**src/rtl/glb_dma_pkg.sv**
```systemverilog
// Shared types and mode encodings for the GLB load-DMA address generator.
// Header fields are sized from the DMA_* constants below.
package glb_dma_pkg;

  localparam int DMA_LOOP_LEVEL          = 4;
  localparam int DMA_GLB_ADDR_WIDTH      = 22;
  localparam int DMA_MAX_RANGE_WIDTH     = 21;
  localparam int DMA_MAX_STRIDE_WIDTH    = 11;
  localparam int DMA_MAX_NUM_WORDS_WIDTH = 21;

  localparam logic [1:0] OFF       = 2'b00;
  localparam logic [1:0] NORMAL    = 2'b01;
  localparam logic [1:0] REPEAT    = 2'b10;
  localparam logic [1:0] AUTO_INCR = 2'b11;

  typedef struct packed {
    logic [DMA_MAX_RANGE_WIDTH-1:0]  range;
    logic [DMA_MAX_STRIDE_WIDTH-1:0] stride;
  } loop_ctrl_t;

  typedef struct packed {
    logic                               valid;
    logic [DMA_GLB_ADDR_WIDTH-1:0]      start_addr;
    loop_ctrl_t [DMA_LOOP_LEVEL-1:0]    iteration;
    logic [DMA_MAX_NUM_WORDS_WIDTH-1:0] num_active_words;
    logic [DMA_MAX_NUM_WORDS_WIDTH-1:0] num_inactive_words;
  } dma_ld_header_t;

endpackage

```
**src/rtl/glb_hdr_fifo.sv**
```systemverilog
// Generic synchronous first-word-fall-through FIFO with occupancy count.
// A push into a full FIFO is accepted only when a pop happens in the same cycle.
module glb_hdr_fifo #(
  parameter int WIDTH = 8,
  parameter int DEPTH = 4
) (
  input  logic                     clk,
  input  logic                     reset,
  input  logic                     wr_en,
  input  logic [WIDTH-1:0]         wr_data,
  input  logic                     rd_en,
  output logic [WIDTH-1:0]         rd_data,
  output logic                     full,
  output logic                     empty,
  output logic [$clog2(DEPTH):0]   count
);

  localparam int AW = $clog2(DEPTH);

  logic [WIDTH-1:0] mem [DEPTH];
  logic [AW-1:0]    wr_ptr;
  logic [AW-1:0]    rd_ptr;
  logic             do_wr;
  logic             do_rd;

  assign empty   = (count == '0);
  assign full    = (count == (AW+1)'(DEPTH));
  assign do_rd   = rd_en && !empty;
  assign do_wr   = wr_en && (!full || do_rd);
  assign rd_data = mem[rd_ptr];

  always_ff @(posedge clk) begin
    if (do_wr) mem[wr_ptr] <= wr_data;
  end

  always_ff @(posedge clk or posedge reset) begin
    if (reset) begin
      wr_ptr <= '0;
      rd_ptr <= '0;
      count  <= '0;
    end else begin
      if (do_wr) wr_ptr <= wr_ptr + AW'(1);
      if (do_rd) rd_ptr <= rd_ptr + AW'(1);
      case ({do_wr, do_rd})
        2'b10:   count <= count + (AW+1)'(1);
        2'b01:   count <= count - (AW+1)'(1);
        default: count <= count;
      endcase
    end
  end

endmodule

```
**src/rtl/glb_ld_dma_addr_gen.sv**
```systemverilog
// GLB load-DMA address generator: queues load headers and walks an N-level
// nested loop, emitting one SRAM read request per accepted cycle.
module glb_ld_dma_addr_gen
  import glb_dma_pkg::*;
#(
  parameter int LOOP_LEVEL          = DMA_LOOP_LEVEL,
  parameter int GLB_ADDR_WIDTH      = DMA_GLB_ADDR_WIDTH,
  parameter int MAX_RANGE_WIDTH     = DMA_MAX_RANGE_WIDTH,
  parameter int MAX_STRIDE_WIDTH    = DMA_MAX_STRIDE_WIDTH,
  parameter int MAX_NUM_WORDS_WIDTH = DMA_MAX_NUM_WORDS_WIDTH,
  parameter int QUEUE_DEPTH         = 4,
  parameter int CGRA_BYTE_OFFSET    = 1
) (
  input  logic                            clk,
  input  logic                            reset,
  input  logic [1:0]                      dma_mode,
  input  logic                            strm_start_pulse,
  input  logic                            hdr_wr_en,
  input  dma_ld_header_t                  hdr_wr_data,
  output logic                            hdr_full,
  output logic [$clog2(QUEUE_DEPTH):0]    hdr_count,
  output logic                            rdrq_en,
  output logic [GLB_ADDR_WIDTH-1:0]       rdrq_addr,
  input  logic                            rdrq_ready,
  output logic                            busy,
  output logic                            done_pulse
);

  localparam int CNT_W = $clog2(QUEUE_DEPTH) + 1;
  localparam int NW    = MAX_NUM_WORDS_WIDTH;

  typedef enum logic [2:0] {IDLE, LOAD, ACTIVE, INACTIVE, DONE} state_t;

  state_t state;
  state_t state_nxt;

  dma_ld_header_t head;
  logic           fifo_empty;
  logic           head_ok;
  logic           push;
  logic           pop;
  logic           repeat_discard;
  logic [1:0]     mode_r;
  logic [1:0]     cur_mode;

  logic [GLB_ADDR_WIDTH-1:0]       start_addr_r;
  loop_ctrl_t [LOOP_LEVEL-1:0]     iter_r;
  logic [NW-1:0]                   nact_r;
  logic [NW-1:0]                   ninact_r;
  logic [NW-1:0]                   active_cnt;
  logic [NW-1:0]                   inactive_cnt;
  logic [MAX_RANGE_WIDTH-1:0]      cnt_r   [LOOP_LEVEL];
  logic [MAX_RANGE_WIDTH-1:0]      cnt_nxt [LOOP_LEVEL];
  logic [GLB_ADDR_WIDTH-1:0]       off_r   [LOOP_LEVEL];
  logic [GLB_ADDR_WIDTH-1:0]       off_nxt [LOOP_LEVEL];
  logic [GLB_ADDR_WIDTH-1:0]       off_sum;
  logic [GLB_ADDR_WIDTH-1:0]       req_addr;

  logic accept;
  logic complete;
  logic duty_en;
  logic burst_end;
  logic gap_end;

  // Mode is live while idle and frozen for the duration of a stream.
  assign cur_mode       = (state == IDLE) ? dma_mode : mode_r;
  assign push           = hdr_wr_en && hdr_wr_data.valid;
  assign repeat_discard = push && (cur_mode == REPEAT) && (hdr_count == CNT_W'(1));
  assign pop            = ((state == LOAD) && (mode_r != REPEAT)) || repeat_discard;
  assign head_ok        = !fifo_empty && head.valid;

  glb_hdr_fifo #(
    .WIDTH($bits(dma_ld_header_t)),
    .DEPTH(QUEUE_DEPTH)
  ) u_hdr_fifo (
    .clk    (clk),
    .reset  (reset),
    .wr_en  (push),
    .wr_data(hdr_wr_data),
    .rd_en  (pop),
    .rd_data(head),
    .full   (hdr_full),
    .empty  (fifo_empty),
    .count  (hdr_count)
  );

  assign rdrq_en    = (state == ACTIVE);
  assign rdrq_addr  = rdrq_en ? req_addr : '0;
  assign busy       = (state != IDLE);
  assign done_pulse = (state == DONE);
  assign accept     = rdrq_en && rdrq_ready;

  assign duty_en   = (nact_r != '0) && (ninact_r != '0);
  assign burst_end = duty_en && (active_cnt == nact_r - NW'(1));
  assign gap_end   = (inactive_cnt == ninact_r - NW'(1));

  // Ripple-carry loop advance; a range of 0 behaves as a single iteration.
  always_comb begin
    logic carry;
    logic level_last;
    carry   = 1'b1;
    off_sum = '0;
    for (int i = 0; i < LOOP_LEVEL; i++) begin
      cnt_nxt[i] = cnt_r[i];
      off_nxt[i] = off_r[i];
      off_sum    = off_sum + off_r[i];
      level_last = (iter_r[i].range == '0) ||
                   (cnt_r[i] == iter_r[i].range - MAX_RANGE_WIDTH'(1));
      if (carry) begin
        if (level_last) begin
          cnt_nxt[i] = '0;
          off_nxt[i] = '0;
        end else begin
          cnt_nxt[i] = cnt_r[i] + MAX_RANGE_WIDTH'(1);
          off_nxt[i] = off_r[i] + GLB_ADDR_WIDTH'(iter_r[i].stride[MAX_STRIDE_WIDTH-1:0]);
          carry      = 1'b0;
        end
      end
    end
    complete = carry;
  end

  assign req_addr = start_addr_r + (off_sum << CGRA_BYTE_OFFSET);

  always_ff @(posedge clk or posedge reset) begin
    if (reset) state <= IDLE;
    else       state <= state_nxt;
  end

  always_comb begin
    state_nxt = state;
    case (state)
      IDLE:     if (strm_start_pulse && (dma_mode != OFF) && head_ok) state_nxt = LOAD;
      LOAD:     state_nxt = ACTIVE;
      ACTIVE: begin
        if (accept) begin
          if (complete)       state_nxt = DONE;
          else if (burst_end) state_nxt = INACTIVE;
        end
      end
      INACTIVE: if (gap_end) state_nxt = ACTIVE;
      DONE:     state_nxt = ((mode_r == AUTO_INCR) && head_ok) ? LOAD : IDLE;
      default:  state_nxt = IDLE;
    endcase
  end

  always_ff @(posedge clk or posedge reset) begin
    if (reset) begin
      mode_r       <= OFF;
      start_addr_r <= '0;
      iter_r       <= '0;
      nact_r       <= '0;
      ninact_r     <= '0;
      active_cnt   <= '0;
      inactive_cnt <= '0;
      for (int i = 0; i < LOOP_LEVEL; i++) begin
        cnt_r[i] <= '0;
        off_r[i] <= '0;
      end
    end else begin
      case (state)
        IDLE: mode_r <= dma_mode;
        LOAD: begin
          start_addr_r <= head.start_addr;
          iter_r       <= head.iteration;
          nact_r       <= head.num_active_words;
          ninact_r     <= head.num_inactive_words;
          active_cnt   <= '0;
          inactive_cnt <= '0;
          for (int i = 0; i < LOOP_LEVEL; i++) begin
            cnt_r[i] <= '0;
            off_r[i] <= '0;
          end
        end
        ACTIVE: begin
          if (accept) begin
            for (int i = 0; i < LOOP_LEVEL; i++) begin
              cnt_r[i] <= cnt_nxt[i];
              off_r[i] <= off_nxt[i];
            end
            active_cnt <= burst_end ? '0 : active_cnt + NW'(1);
          end
        end
        INACTIVE: inactive_cnt <= gap_end ? '0 : inactive_cnt + NW'(1);
        default: ;
      endcase
    end
  end

endmodule

```
**config.mk**
```make
export PLATFORM = sky130hd
export DESIGN_NAME = glb_ld_dma_addr_gen
export DESIGN_NICKNAME = d
export VERILOG_FILES = /design/src/rtl/glb_dma_pkg.sv /design/src/rtl/glb_hdr_fifo.sv /design/src/rtl/glb_ld_dma_addr_gen.sv
export SDC_FILE = /design/constraint.sdc
export NUM_CORES = 2
export LEC_CHECK = 0
export ABC_AREA = 0
export CORE_MARGIN = 4
export CORE_UTILIZATION = 45
export DETAILED_ROUTE_END_ITERATION = 16
export HOLD_SLACK_MARGIN = 0.12
export PLACE_DENSITY = 0.68
export SLEW_MARGIN = 20
export SYNTH_ARGS = -nofsm -noshare
export SYNTH_HDL_FRONTEND = slang
export SYNTH_SLANG_ARGS = --single-unit
```
**constraint.sdc**
```tcl
create_clock -name clk -period 16.9 [get_ports clk]
set_clock_uncertainty 0.05 [all_clocks]
set_input_delay 1.69 -clock clk [delete_from_list [all_inputs] [get_ports clk]]
set_output_delay 1.69 -clock clk [all_outputs]
set_load 0.03 [all_outputs]
```
* Word level (Yosys, flattened, before mapping)
Memories as Yosys holds them, arrays and structs flattened. Index checks and enable logic that the tools add are counted.
Storage, ports and cells: flip-flop bits (word level) 418, bits in latches 0, RAM bits 772, memory bits (read-only) 0, input bits 200, output and inout bits 29, logic and storage cells 156, memories 1
Operators by class: $add $sub $neg 24, multipliers 0, divide/modulo/power cells 0, magnitude comparators 0, eq/ne operators 24, shift-type cells 0, muxes and demuxes 42, bitwise logic cells 0, reduce and logical (&&, ||, !) cells 39
Memories:
- u_hdr_fifo.mem | depth 4, bits a word 193, rd ports 1, clocked after memory_dff 0, write ports 1, RTL line glb_hdr_fifo.sv:20 | logic [WIDTH-1:0] mem [DEPTH];
Operators by type and width (count):
- 2-to-1 mux 21 bit | 10
- 2-to-1 mux 22 bit | 8
- one-hot mux 88 bit (2 select lines) | 1
- one-hot mux 84 bit (2 select lines) | 1
- adder 21 x 1 -> 21 bit (second input constant) | 6
- equality test 21 bit | 6
- subtractor 21 x 1 -> 21 bit (second input constant) | 6
- adder 22 x 11 -> 22 bit | 4
- 2-to-1 mux 88 bit | 1
- zero test 21 bit | 4
- 2-to-1 mux 84 bit | 1
- one-hot mux 21 bit (2 select lines) | 2
- adder 21 bit | 3
- nonzero test 21 bit | 2
- adder 22 bit | 1
- 2-to-1 mux 3 bit | 5
- one-hot mux 3 bit (5 select lines) | 1
- logical AND 1 bit | 13
- 2-to-1 mux 1 bit | 10
- inequality test 2 x 1 -> 1 bit (second input constant) | 5
- AND reduction 3 bit | 3
- nonzero test 2 bit | 4
- equality test 2 bit (second input constant) | 3
- equality test 3 x 1 -> 1 bit (second input constant) | 2
- 16 further kinds | 27

* Depth between registers and ports, before layout
depth after elaboration 11, depth in mapped cells 24, gate-level depth less buffers 24

* By module
A second synthesis with hierarchy kept.
Second synthesis, totals: cell total of the unflattened synthesis 4289, area, all modules 55503.2 µm²
By module, submodules not included:
- glb_hdr_fifo | times used 1, cells each 1066, area an instance 28343.4 µm², sequential area each 23357.4 µm²
- glb_ld_dma_addr_gen | times used 1, cells each 3223, area an instance 27159.8 µm², sequential area each 10184.8 µm²

* Worst setup path after synthesis
Ideal clock, no wire load.
kind input to register, start in hdr_wr_en, end mem u_hdr_fifo.mem[0][0] in the netlist's numbering, enable pin, setup time 577 ps, arrival time 6572 ps, required time 16273 ps, setup slack 9701 ps, stages on the path 3, path buffers 0, cells stage by stage nand2_1 -> a31oi_1 -> and2_1
Between the ends: longest elaborated chain between the ends 9
Ends and longest elaborated chain:
- start: declaration | RTL line glb_ld_dma_addr_gen.sv:18 | input logic hdr_wr_en,
- logical AND 1 bit * | RTL line glb_ld_dma_addr_gen.sv:67 | assign push = hdr_wr_en && hdr_wr_data.valid;
- logical AND 1 bit (2 in series) | RTL line glb_ld_dma_addr_gen.sv:68 | assign repeat_discard = push && (cur_mode == REPEAT) && (hdr_count == CNT_W'(1));
- logical OR 1 bit | RTL line glb_ld_dma_addr_gen.sv:69 | assign pop = ((state == LOAD) && (mode_r != REPEAT)) || repeat_discard;
- logical AND 1 bit | RTL line glb_hdr_fifo.sv:28 | assign do_rd = rd_en && !empty;
- logical OR 1 bit | RTL line glb_hdr_fifo.sv:29 | assign do_wr = wr_en && (!full || do_rd);
- logical AND 1 bit * | RTL line glb_hdr_fifo.sv:29
- 2-to-1 mux 1 bit * | RTL line glb_hdr_fifo.sv:33 | if (do_wr) mem[wr_ptr] <= wr_data;
- 2-to-1 mux 1 bit (not written as such) * | RTL line glb_hdr_fifo.sv:33
- end: declaration | RTL line glb_hdr_fifo.sv:20
Every way passes the cells marked *; elsewhere a longest branch is shown, timed or not.

* Worst setup path after layout
start reg off_r[1] in the netlist's numbering, end out rdrq_addr[21]
Between the ends: longest elaborated chain between the ends 3
Ends and longest elaborated chain:
- start: declaration | RTL line glb_ld_dma_addr_gen.sv:54 | logic [GLB_ADDR_WIDTH-1:0] off_r [LOOP_LEVEL];
- start signal: indexed assignment | RTL line glb_ld_dma_addr_gen.sv:179 | off_r[i] <= off_nxt[i];
- adder 21 bit | RTL line glb_ld_dma_addr_gen.sv:106 | off_sum = off_sum + off_r[i];
- adder 22 bit | RTL line glb_ld_dma_addr_gen.sv:123 | assign req_addr = start_addr_r + (off_sum << CGRA_BYTE_OFFSET);
- 2-to-1 mux 22 bit | RTL line glb_ld_dma_addr_gen.sv:88 | assign rdrq_addr = rdrq_en ? req_addr : '0;
- end: declaration | RTL line glb_ld_dma_addr_gen.sv:23 | output logic [GLB_ADDR_WIDTH-1:0] rdrq_addr,
No other way between the ends.

==> impl_results.md <==
- Number of buffers added by the clock tree synthesis step: 119
- Switching Power: 4348 uW
- Number of antenna violations at the first check in global routing: 20
- Core occupancy in the finished layout: 0.5203
- Worst endpoint required time: 15.16 ns
- Clock Latency Late Sink: 0.71 ns
- Max Fclk: 0.1126 GHz
- Final Slew Violations: 0
- Total of endpoints with negative setup slack in the final report: 0
- Worst min path class: reg -> reg
- Period Utilization, post-route: 0.5254
- Tightest Pin Transition: 1.045 ns
- Commonest non-fill, non-tap cell in the layout: sky130_fd_sc_hd__edfxtp_1
- Commonest cells after routing, fill and taps aside: 772 x sky130_fd_sc_hd__edfxtp_1, 734 x sky130_fd_sc_hd__nand2_1, 412 x sky130_fd_sc_hd__dfrtp_1
- TritonCTS clock tree: built
- Worst-case reg-to-reg path depth: 13
- Routed via count divided by cell count: 5.572
- Largest voltage drop on the vdd net: 0.6942 mV
- Number of enable flip-flop cells after synthesis: 772
- Number of clock sinks: 1186
- Yosys warning total: 0
- H-Tree Depth: 3
- Sequential cell fraction of total power: 0.350
- Main synth FF type: sky130_fd_sc_hd__edfxtp_1
- Power per cell area: 182.4 nW/um2
- Number of maximum-capacitance violations: 0
- Sequential element share of the synthesized area: 0.6068
- Die outline height: 358.5 um
- Fraction of synthesis flops using an asynchronous set or reset pin: 0.3491
- Share of total power in the clock network: 0.234
- DRC violations left: 0
- Min cycle time layout: 8.880 ns
- Deepest clock path buffer count: 3
- Num rows: 128
- Clock transition at path regs: 0.06 ns
- Resize count post-CTS: 0
- Depth of the worst hold-timing path: 1
- Slowest cell on the critical path: sky130_fd_sc_hd__clkdlybuf4s50_1
- DRC violation total after the first TritonRoute iteration: 2811
- Growth of design area from synthesis to finish: 14.71%
- Port bufs: 228
- Ports placed on the boundary: 229
- Headroom to the max-slew limit: 0.3018
- Global-route wire length before repair: 203600 um
- Synthesized area per cell: 12.78 um2
- Fraction of layout instances using a drive strength above 1: 0.1053
- Setup repair bufs after CTS: 0
- Via count of the first global-routing pass: 35.30k
- Worst Setup Path Type: reg -> out
- Average detailed-routed wire length per instance: 20.61 um
- Count of cell types in the netlist: 88
- Portion of total power attributed to combinational logic: 0.415
- Antenna-violating nets left: 0
- Initial Utilization: 0.4535
- Count of final hold-check violations: 0
- Setup crit end kind: primary output
- Cell-internal power: 7220 uW
- Cell area after synthesis: 55280 um2
- Routability cong.: 0.8907
- Seq cells post-synth: 1186
- GRT Util Overall: 0.2025
- Die area: 128500 um2
- Area of the core region: 121900 um2
- Cell Chain, Critical Path: inv_1 > fa_1 > fa_1 > inv_1 > ha_1 > fa_1 > a21o_1 > a21oi_1 > o21bai_1 > o31a_1 > a41o_1 > nor2_1 > xnor2_1 > ha_1 > nand2_1 > o311ai_0 > a21oi_1 > o21ai_0 > a211oi_1 > xnor2_1 > xnor2_1 > nor2_1 > clkdlybuf4s50_1
- Result of the run: completed
- Unrepaired setup endpoints after global routing: false
- Half-perimeter wire length of the detailed placement result: 86540 um
- Sw Ratio: 0.3758
- Count of mapped cells out of synthesis: 4324
- Net Count, Synth: 4680
- Stage delay of the slowest cell on the critical path: 0.69 ns
- Critical-path maximum fanout: 5
- Fill cell instance count of the final layout: 10.26k
- Maximum number of pins on one net before global-route repair: 155
- Width of the die: 358.5 um
- Worst path arrival time: 7.14 ns
- GRT overflow: 0
- Startpoint type of the worst setup path: register
- Total number of vias: 34.99k
- Sum of negative setup slack: 0 ns
- Root Buffer: sky130_fd_sc_hd__clkbuf_16
- Leakage power summed over all cells: 0.02423 uW
- Fin nets: 4892
- # hold bufs at CTS: 0
- Pre-antenna DRT Iters: 5
- DRT Wirelength: 129400 um
## critical path: cells and delay by family, from the launching register on
kind            cells  cell delay, ns
flops               1            0.41
buf+inv             3            0.83
fa+ha+maj           5            2.05
compound gates      9            2.40
xor+xnor            3            0.40
simple gates        3            0.35
## state kept, by name (all words and copies together) (netlist names), 21 cells and up
register and flops:
nact_r 21, ninact_r 21, inactive_cnt 21, active_cnt 21, cnt_r 84, iter_r 128
off_r 84, u_hdr_fifo.mem 772, start_addr_r 22
## final timing paths
path                             from               end  slack [ns]
setup reg to reg           iter_r[43]         cnt_r[32]       10.68
setup / recovery             off_r[1]     rdrq_addr[21]        8.02
max in group asynchronous       reset        iter_r[86]       13.85
hold / removal              off_r[35]         off_r[35]        0.44
min in group asynchronous       reset  start_addr_r[19]        1.42
hold reg to reg             off_r[35]         off_r[35]        0.44
## routing by layer
metal / GRT usage / wire (um)
met3: 0.04500 / 8431
met2: 0.3281 / 61600
met1: 0.2782 / 56300
met5: 0 / 57
met4: 0.05458 / 3015
## synthesized netlist by cell type (all sizes together) (14+ instances only)
cell type,number,share of area
fa,45,0.016
mux4,193,0.079
nand2,736,0.050
xor2,106,0.017
a22o,15,0.0024
a211oi,15,0.0020
edfxtp,772,0.42
nand4,61,0.0069
nor2b,48,0.0054
o21a,17,0.0023
nand3,103,0.0094
o22a,14,0.0022
nor4,48,0.0060
dfrtp,414,0.19
and2,17,0.0019
nor2,209,0.014
ha,111,0.025
a21oi,101,0.0093
or4,24,0.0033
o21ai,241,0.022
or3,28,0.0032
o22ai,29,0.0033
mux2i,16,0.0029
o31ai,27,0.0037
a31oi,18,0.0020
nand2b,19,0.0022
xnor2,164,0.026
clkbuf,132,0.0090
buf,51,0.0044
inv,164,0.011
a21o,46,0.0062
and3,73,0.0083
nor3,97,0.0088
## logic make-up (layout without fill, tap and decap cells)
logic type | after synthesis | count (layout) | share of synthesized area
adders and majority gates | 156 | 156 | 0.04142
muxes | 218 | 218 | 0.08337
buffers and inverters | 347 | 666 | 0.02449
DFF | 1186 | 1186 | 0.6068
AOI/OAI and AO/OA | 629 | 629 | 0.07286
xor gates and xnor gates | 271 | 271 | 0.04319
and+or+nand+nor | 1517 | 1517 | 0.1278
other | 0 | 11 | 0
## through the flow
step                      cells  setup slack, ns  hold slack [ns]  area [um2]  total power [uW]
after floorplan            4324            3.639           0.3874       55280              7427
after global placement     6040            8.853           0.4111       59300              8793
after detailed placement   6040            8.852           0.4160       59300              8870
after CTS                  6268            7.982           0.4297       63380             11620
after global routing       6270            7.566           0.4631       63390             12290
final                      6279            8.020           0.4375       63410             11570
## final cells by class
type / count / area (um2) / share of cell area
Sequential cell: 1186 / 33550 / 0.5291
Multi-Input combinational cell: 2791 / 20440 / 0.3223
Clock buffer: 159 / 3261 / 0.05142
Timing Repair Buffer: 274 / 2653 / 0.04183
Tap cell: 1625 / 2033 / 0.03207
Clock inverter: 69 / 823.3 / 0.01298
Inverter: 164 / 623.1 / 0.009827
Antenna cell: 11 / 27.53 / 0.0004341
## power groups by stage
stage          clock network (uW)  registers [uW]  logic (uW)
6_report                     2710            4050        4810
5_1_grt                      2890            4120        5290
4_1_cts                      2780            4050        4790
3_5_place_dp                    0            4110        4760
3_3_place_gp                    0            4090        4700
2_1_floorplan                   0            3910        3520
Note: power is estimated with default switching activity, not from simulation.
